<file path="src/rtl/wb_pkg.sv">
// Shared writeback constants: register address width, register count,
// requester index assignments and a one-hot decode helper.
package wb_pkg;

  localparam int REG_ADDR_W = 5;
  localparam int NUM_REGS   = 32;

  localparam int REQ_ALU = 0;
  localparam int REQ_LSU = 1;
  localparam int REQ_MUL = 2;

  typedef logic [REG_ADDR_W-1:0] reg_addr_t;

  // One-hot decode of a register address; x0 never produces a bit.
  function automatic logic [NUM_REGS-1:0] reg_onehot(input reg_addr_t a);
    logic [NUM_REGS-1:0] v;
    v    = '0;
    v[a] = 1'b1;
    v[0] = 1'b0;
    return v;
  endfunction

endpackage

</file>
<file path="src/rtl/rr_arbiter.sv">
// Round-robin arbiter: one-hot grant from valid, search starts one past the
// last granted index, pointer loads the granted index on every grant.
module rr_arbiter #(
  parameter int NREQ  = 3,
  parameter int PTR_W = (NREQ > 1) ? $clog2(NREQ) : 1
) (
  input  logic             clk,
  input  logic             rst_n,
  input  logic [NREQ-1:0]  valid,
  output logic [NREQ-1:0]  grant,
  output logic [PTR_W-1:0] gidx,
  output logic             gnt_any
);

  logic [PTR_W-1:0] ptr;
  logic [PTR_W-1:0] cand;

  // Walk candidates ptr+1 .. ptr+NREQ (wrapping); first valid one wins.
  // Grants are suppressed while reset is held.
  always_comb begin
    grant   = '0;
    gidx    = '0;
    gnt_any = 1'b0;
    cand    = ptr;
    for (int k = 0; k < NREQ; k++) begin
      cand = (cand == PTR_W'(NREQ-1)) ? '0 : cand + PTR_W'(1);
      if (rst_n && !gnt_any && valid[cand]) begin
        grant[cand] = 1'b1;
        gidx        = cand;
        gnt_any     = 1'b1;
      end
    end
  end

  // Pointer remembers the last winner; reset value gives req0 first priority.
  always_ff @(posedge clk or negedge rst_n) begin
    if (!rst_n)       ptr <= PTR_W'(NREQ-1);
    else if (gnt_any) ptr <= gidx;
  end

endmodule

</file>
<file path="src/rtl/wb_arbiter.sv">
// Writeback arbiter: picks one of NREQ writeback requesters per cycle,
// registers the winner onto the register-file write port, and optionally
// tracks outstanding writes in a busy scoreboard.
// Optional feature macro: WB_SCOREBOARD_EN (busy scoreboard + query ports).
module wb_arbiter
  import wb_pkg::*;
#(
  parameter int XLEN = 32,
  parameter int NREQ = 3
) (
  input  logic                   clk,
  input  logic                   rst_n,
  input  logic [NREQ-1:0]        req_valid,
  output logic [NREQ-1:0]        req_ready,
  input  logic [NREQ*5-1:0]      req_rd,
  input  logic [NREQ*XLEN-1:0]   req_data,
  output logic                   rf_we,
  output logic [4:0]             rf_waddr,
  output logic [XLEN-1:0]        rf_wdata,
  input  logic                   iss_valid,
  input  logic [4:0]             iss_rd,
  input  logic [4:0]             qry_addr0,
  input  logic [4:0]             qry_addr1,
  output logic                   qry_busy0,
  output logic                   qry_busy1
);

  localparam int PTR_W = (NREQ > 1) ? $clog2(NREQ) : 1;

  logic [NREQ-1:0][REG_ADDR_W-1:0] rd_arr;
  logic [NREQ-1:0][XLEN-1:0]       data_arr;
  logic [PTR_W-1:0]                gidx;
  logic                            gnt_any;

  assign rd_arr   = req_rd;
  assign data_arr = req_data;

  rr_arbiter #(.NREQ(NREQ), .PTR_W(PTR_W)) u_rr (
    .clk     (clk),
    .rst_n   (rst_n),
    .valid   (req_valid),
    .grant   (req_ready),
    .gidx    (gidx),
    .gnt_any (gnt_any)
  );

  // Output register: capture the winner; writes to x0 are consumed silently.
  always_ff @(posedge clk or negedge rst_n) begin
    if (!rst_n) begin
      rf_we    <= 1'b0;
      rf_waddr <= '0;
      rf_wdata <= '0;
    end else if (gnt_any) begin
      rf_we    <= (rd_arr[gidx] != '0);
      rf_waddr <= rd_arr[gidx];
      rf_wdata <= data_arr[gidx];
    end else begin
      rf_we    <= 1'b0;
    end
  end

`ifdef WB_SCOREBOARD_EN
  logic [NUM_REGS-1:0] busy;
  logic [NUM_REGS-1:0] busy_set;
  logic [NUM_REGS-1:0] busy_clr;

  // Set on issue, clear on commit; set wins when both hit the same register.
  always_comb begin
    busy_set = iss_valid ? reg_onehot(iss_rd)   : '0;
    busy_clr = rf_we     ? reg_onehot(rf_waddr) : '0;
  end

  // Busy vector; bit 0 can never be set since reg_onehot masks x0.
  always_ff @(posedge clk or negedge rst_n) begin
    if (!rst_n) busy <= '0;
    else        busy <= (busy & ~busy_clr) | busy_set;
  end

  assign qry_busy0 = busy[qry_addr0];
  assign qry_busy1 = busy[qry_addr1];
`else
  logic unused_sb;
  assign unused_sb = ^{iss_valid, iss_rd, qry_addr0, qry_addr1};
  assign qry_busy0 = 1'b0;
  assign qry_busy1 = 1'b0;
`endif

endmodule

</file>
<file path="config.mk">
export PLATFORM = sky130hd
export DESIGN_NAME = wb_arbiter
export DESIGN_NICKNAME = d
export VERILOG_FILES = /design/src/rtl/wb_pkg.sv /design/src/rtl/rr_arbiter.sv /design/src/rtl/wb_arbiter.sv
export SDC_FILE = /design/constraint.sdc
export NUM_CORES = 1
export LEC_CHECK = 0
export BUFFER_PORTS_ARGS = -buffer_cell sky130_fd_sc_hd__buf_2
export CAP_MARGIN = 20
export CORE_ASPECT_RATIO = 0.75
export CORE_MARGIN = 2
export CORE_UTILIZATION = 44
export CTS_CLUSTER_DIAMETER = 200
export CTS_CLUSTER_SIZE = 40
export DETAILED_ROUTE_END_ITERATION = 6
export PLACE_DENSITY_LB_ADDON = 0.05
export SLEW_MARGIN = 20
export SYNTH_ARGS = -nofsm -noshare
export SYNTH_HDL_FRONTEND = slang
export SYNTH_SLANG_ARGS = --single-unit
export TNS_END_PERCENT = 30
</file>
<file path="constraint.sdc">
create_clock -name clk -period 3 [get_ports clk]
set_input_delay 0.6 -clock clk [delete_from_list [all_inputs] [get_ports clk]]
set_output_delay 0.6 -clock clk [all_outputs]
set_load 0.05 [all_outputs]
</file>
==> results of run 1 <==
## path summary, 6_finish.rpt
path,from,slack (ns),endpoint,cells past startpoint
worst max-delay path,rst_n,0.87,req_ready[1],5
max in group asynchronous,rst_n,2.22,u_rr.ptr[1]$_DFFE_PN1P_,2
worst min register to register,rf_wdata[19]$_DFFE_PN0P_,0.47,rf_wdata[19]$_DFFE_PN0P_,2
worst max register to register,u_rr.ptr[0]$_DFFE_PN0P_,1.19,rf_waddr[4]$_DFFE_PN0P_,7
min in group clk,rf_wdata[19]$_DFFE_PN0P_,0.47,rf_wdata[19]$_DFFE_PN0P_,2
worst min-delay path,rst_n,0.19,rf_wdata[19]$_DFFE_PN0P_,1
## routing by layer
| layer | vias up | routed length, um |
|---|---|---|
| li1 | 1259 | - |
| met1 | 1156 | 3100 |
| met2 | 82 | 3370 |
| met3 | 2 | 507 |
| met4 | 0 | 30 |
| met5 | - | 0 |
## power by group through the flow
stage / sequential, mW / clock, mW / combinational [mW]
floorplan: 0.955 / 0 / 0.252
global placement: 0.673 / 0 / 0.752
detailed placement: 0.676 / 0 / 0.762
CTS: 0.667 / 0.353 / 0.762
global route: 0.677 / 0.377 / 0.811
finish: 0.666 / 0.343 / 0.757
## Yosys cell counts, types with 2 or more instances
cell / number
nand2_1: 44
dfrtp_1: 39
nor2_1: 22
o31ai_1: 22
a211oi_1: 21
and3_1: 21
mux2i_1: 15
o21ai_1: 14
clkbuf_1: 11
mux2_4: 10
buf_2: 5
buf_4: 4
mux2_1: 4
nor3_1: 4
buf_6: 3
o21ai_0: 3
inv_1: 2
o211ai_1: 2
o31a_1: 2
## layout make-up
cell class | count | area (sq um) | area share
repair buffers | 166 | 868 | 0.257
flip-flops and latches | 40 | 1000 | 0.297
multi-input cells | 199 | 1320 | 0.391
well taps | 75 | 93.8 | 0.0278
clock buffers | 7 | 76.3 | 0.0226
clock inverters | 1 | 5.00 | 0.00148
inverters | 3 | 11.3 | 0.00333
## layout by cell type (no fill, tap or decap), types with 3 or more instances in the layout
cell type	count
o21ai_1	14
o21ai_0	3
nor2_1	22
mux2_1	4
buf_2	156
and3_1	21
o31ai_1	21
buf_4	9
mux2i_1	15
a211oi_1	21
dfrtp_1	39
nand2_1	43
mux2_4	10
clkbuf_8	5
nor3_1	4
## worst reg2reg max path: stages, from the launching register on
cell	delay, ns
dfrtp_1	0.40
nor2b_2	0.23
o21bai_4	0.09
inv_2	0.06
buf_4	0.29
mux2_2	0.38
mux2i_1	0.12
o21ai_0	0.09
## cells by family after synthesis
family / count (synthesis) / share of synthesized area
mux: 30 / 0.146
compound gates: 72 / 0.211
flops: 40 / 0.409
simple gates: 95 / 0.174
buf+inv: 27 / 0.0592
other cells: 1 / 0.00153
## stage by stage
stage	area, sq um	setup WS (ns)
floorplan	2450	0.989
global placement	3300	0.690
detailed placement	3300	0.657
CTS	3380	0.851
global route	3380	0.758
finish	3380	0.867
## flip-flops by register name (all words and copies together), names as in the netlist
| name | cells |
|---|---|
| u_rr.ptr | 2 |
| rf_waddr | 5 |
| rf_we | 1 |
| rf_wdata | 32 |
==> impl_results.md, run 1 <==
* Status: finished, final reports clean
* Max clock buf depth at 2
* Largest net degree at the start of global routing at 39
* Pint at between 1 and 1.5 mW
* Wire length per cell at between 10 and 15 um
* Max Fclk at between 400 and 500 MHz
* Crit path largest cell delay at approximately 0.28 ns
* Sw frac at 0.422
* Unique masters post-synth at 36
* # rows at 23
* Yosys reg bits at 40
* Startpoint types: input pin
* RSZ-0062 raised after global routing: false
* Global-route wire length before repair at 11,200 um
* Placed insts at 483
* Skew final at 0.00959 ns
* Final setup fails at 0
* Core area at between 5000 and 6000 sq um
* Fin crit period at approximately 2.1 ns
* Top_reg_cell synth: dfrtp_1
* GRT overflow at 0
* PD cells at ~520 nW/um^2
* Slowest CP cell: buf_2
* Worst Hold Class: input pin to asynchronous set/reset pin
* Total power draw at 1.77 mW
* Share of layout cells above drive strength 1 at 0.459
* Hold_ws at 0.190 ns
* Endpoints failing hold at 0
* Clock Sinks at 40
* Root Buffer: clkbuf_8
* Post-synth EDFFs at 0
* Starting DRT DRC Count at between 50 and 60
* Final core occ at 0.631
* Cells after Synth at approximately 270
* Critical Path AT at 1.53 ns
* Combinational fraction of design power at 0.428
* Non-filler instance count after layout at 491
* Data required time at the worst endpoint at approximately 2.4 ns
* Worst Path Max Fanout at 13
* Fraction of registers with async set/reset at 1.00
* Global route hottest layer: met2
* Post-cts sizing count at 0
* WP buf/inv at 3
* Post-DP HPWL at slightly above 5000 um
* Worst VDD drop at approximately 0.00033 V
* Vias in the first global route at approximately 2,400
* NetSw at 0.745 mW
* Sequential power share at 0.377
* Initial antenna violation count at 0
* Mapped cell area at roughly 2400 sq um
* Slew HR at 0.475
* Detailed Routing Iterations Pass 1 at 4
* Post-CTS Setup Bufs at 0
* Final Wtd Congestion at 0.789
* Clk pwr share at 0.194
* Number of diodes at 0
* Post-DRT Antenna Nets at 0
* Vias per std cell at between 5 and 6
* Initial Util at 0.458
* Clock slew at reported path FFs at roughly 0.08 ns
* Num ports at ~180
* Register area share after synthesis at 0.409
* Routed Wire Length at roughly 7000 um
* Yosys Warn Count at 0
* Final nets at approximately 550
* Dominant cell type by area after synthesis: dfrtp_1
* Total track usage at 0.229
* Fin crit share at 0.711
* Fin. max-slew vios at 0
* Met2 global-route usage at 0.411
* # Max-Cap Violations at 0
* Leakage at ~1.9 nW
* H-tree depth at 2
* # fillers at around 510
* DR vias at 2,499
* Die W at 90.2 um
* Die H at between 60 and 70 um
* Mean post-synth cell area at 9.24 sq um
* CTS tree: done
* Setup TNS at 0 ns
* Port Buffer Count at 156
* CP top delay family: buffers and inverters
* Crit path kind: input pin to output port
* Total CTS buffers at 5
* Post-synth top area share at 0.398
* Area Overhead vs Synth at 37.9%
* Later-pin clock latency in the skew report at around 0.29 ns
* Slew @ Worst Pin at a little under 0.8 ns
* Number of remaining DRC errors at 0
* Die ar. at between 6000 and 7000 sq um
* Global Route met1 Usage at 0.279
* Most used cell, CP: buf_2
* Critical Path End Type: output port
* Critical Path, Cell by Cell: buf_2, and2_0, nand2_2, inv_1, buf_2
* Largest cells by area after synthesis: dfrtp_1 (40%), nand2_1 (6.7%), o31ai_1 (6.7%), a211oi_1 (6.4%), mux2_4 (6.1%)
* Hold buffers post-CTS at 0
* Met3 Track Usage GR at 0.0685
Note: power is estimated with default switching activity, not from simulation.
==> run 2: changes to the inputs <==
Settings changed: CORE_UTILIZATION 44 to 41.
Clock period 3 ns to 2 ns, I/O delays scaled along.
==> run 2 against run 1 <==
  * Utilization down 3.4 points
  * Sequential cell count unchanged
  * Largest cell class unchanged
  * Highest routed layer unchanged
  * Critical path depth unchanged
  * Worst hold slack worse by 0.082 ns
  * Global-route usage down 2.3 points
  * Critical endpoint is now req_ready[2]
  * Sequential share of layout area down 0.71 points
==> impl_results.md, run 2 (synthesis gave the netlist of run 1 again) <==
* RSZ-0062 raised after global routing: true
* Worst Reg2Reg Path Length in Cells at 7 (unchanged)
* Total power draw at 2.70 mW (+53%)
* Post-DRT Antenna Nets at 0 (unchanged)
* Biggest register: rf_wdata
* Clock Sinks at 40 (unchanged)
* Startpoint types: register
* Crit path kind: register to output port
* Met3 Track Usage GR at 0.0618 (-0.00671)
* Endpoints failing hold at 0 (unchanged)
* Status: finished, final reports clean
* Die W at 93.3 um (+3.4%)
* Wire length per cell at 13.7 um (-4.1%)
* Skew final at 0.00433 ns (-0.00525 ns)
* Worst Path Max Fanout at 8 (-5)
* Largest net degree at the start of global routing at 52 (+33%)
* Hold buffers post-CTS at 0 (unchanged)
* DR vias at 2,482 (-0.68%)
* # Max-Cap Violations at 0 (unchanged)
* Setup TNS at 0 ns (unchanged)
* Final Wtd Congestion at 0.772 (-2.2%)
* Total CTS buffers at 5 (unchanged)
* Initial antenna violation count at 0 (unchanged)
* Die H at 70.9 um (+3.4%)
* Fin crit share at 0.968
* CTS tree: done
* Max reg flops at 32 (unchanged)
* Max Fclk at 517 MHz
* Number of diodes at 0 (unchanged)
* Most common cell after layout, fill and taps aside: buf_2
* Routed Wire Length at 6840 um (-2.3%)
* Num ports at 175 (unchanged)
* Fin crit period at around 1.9 ns
* Initial Util at 0.423 (-0.0350)
* H-tree depth at 2 (unchanged)
* Vias per std cell at 4.96 (-2.5%)
* Final setup fails at 0 (unchanged)
* Vias in the first global route at 2,356 (-2.0%)
* Critical Path AT at 1.54 ns (about the same)
* Max clock buf depth at 2 (unchanged)
* Largest registers: rf_wdata x32, rf_waddr x5, u_rr.ptr x2
* Critical Path End Type: output port
* Core area at 5800 sq um (+8.3%)
* Post-DP HPWL at 5300 um (+3.1%)
* Total track usage at 0.207 (-0.0225)
* Worst Hold Class: input pin to asynchronous set/reset pin
* Starting DRT DRC Count at 99 (+68%)
* Detailed Routing Iterations Pass 1 at 4 (unchanged)
* PD cells at 781 nW/um^2 (+49%)
* Met2 global-route usage at 0.353 (-0.0574)
* Share of layout cells above drive strength 1 at 0.469 (+0.0101)
* Data required time at the worst endpoint at 1.60 ns (-0.80 ns)
* Root Buffer: clkbuf_8
* Global route hottest layer: met2
* Die ar. at 6620 sq um (+6.9%)
* Design Area, Final at 3460 sq um (+2.4%)
* Placed Area at 3350 sq um (+1.6%)
* Clock slew at reported path FFs at 0.07 ns (about the same)
* Final nets at 553 (+1.1%)
* Area Overhead vs Synth at 41.3%
* Most frequent cells in the layout: buf_2 (154), nand2_1 (43), dfrtp_1 (39), nor2_1 (22)
* Later-pin clock latency in the skew report at 0.29 ns (about the same)
* Global-route wire length before repair at 10,900 um (-2.9%)
* Fin. max-slew vios at 0 (unchanged)
* # rows at 24 (+4.3%)
* Worst VDD drop at 0.000347 V (+6.0%)
* Port Buffer Count at 156 (unchanged)
* GRT overflow at 0 (unchanged)
* Leakage at 1.91 nW (+1.9%)
* Global Route met1 Usage at 0.261 (-0.0183)
* Number of remaining DRC errors at 0 (unchanged)
[run 2: cell types whose count changed in the layout (fill, tap and decap cells not counted)]
cell | before | now
buf_2 | 156 | 154
clkbuf_8 | 5 | 6
inv_2 | 1 | 2
buf_12 | 1 | 2
clkinv_2 | 1 | 0
buf_6 | 0 | 2
buf_4 | 9 | 14
inv_1 | 2 | 1
[run 2: layout make-up]
type | count | area (sq um)
fill | 564 | 2330
timing repair buffer | 172 | 938
inverter | 3 | 11.3
tap | 78 | 97.6
multi-input combinational | 199 | 1320
sequential | 40 | 1000
clock buffer | 8 | 90.1
[run 2: where the power goes]
group | total, mW | switching [mW] | internal (mW)
clock | 0.544 | 0.263 | 0.281
combinational | 1.16 | 0.783 | 0.375
sequential | 1.00 | 0.0665 | 0.933
total | 2.70 | 1.11 | 1.59
[run 2: through the flow]
stage          hold WS, ns  setup slack [ns]  cells   util
5_1_grt              0.112          -0.00777    500  0.597
2_1_floorplan        0.104             0.276    266      -
6_report             0.108            0.0641    500  0.597
3_5_place_dp         0.410             0.172    491  0.578
3_3_place_gp         0.399             0.206    491  0.578
4_1_cts             0.0935            0.0154    499  0.595
[run 2: critical path: stages (launching register included)]
cell and delay (ns):
dfstp_2 0.61, nor2b_2 0.08, o21bai_4 0.16, inv_2 0.08
buf_4 0.17, buf_6 0.15
[run 2: repair_timing]
action / in CTS / in global routing
setup buffers: 0 / 1
resized for setup: 2 / 3
pin swaps: 0 / 1
endpoints found under the setup margin: 2 / 2
[run 2: path summary, 6_finish.rpt]
kind	start	endpoint	slack, ns
setup / recovery	u_rr.ptr[1]$_DFFE_PN1P_	req_ready[2]	0.06
hold / removal	rst_n	rf_wdata[10]$_DFFE_PN0P_	0.11
setup reg to reg	u_rr.ptr[1]$_DFFE_PN1P_	rf_wdata[6]$_DFFE_PN0P_	0.25
hold reg to reg	rf_wdata[22]$_DFFE_PN0P_	rf_wdata[22]$_DFFE_PN0P_	0.48
max in group asynchronous	rst_n	rf_wdata[20]$_DFFE_PN0P_	1.52
min in group clk	req_data[32]	rf_wdata[0]$_DFFE_PN0P_	0.38
[run 2: per-layer routing]
metal  routed length [um]  share of wire  up-vias
met5                    0              0        -
met4                   41         0.0060        0
met3                  547          0.080        5
met2                 3190           0.47       86
met1                 3060           0.45     1128
li1                     -              -     1263
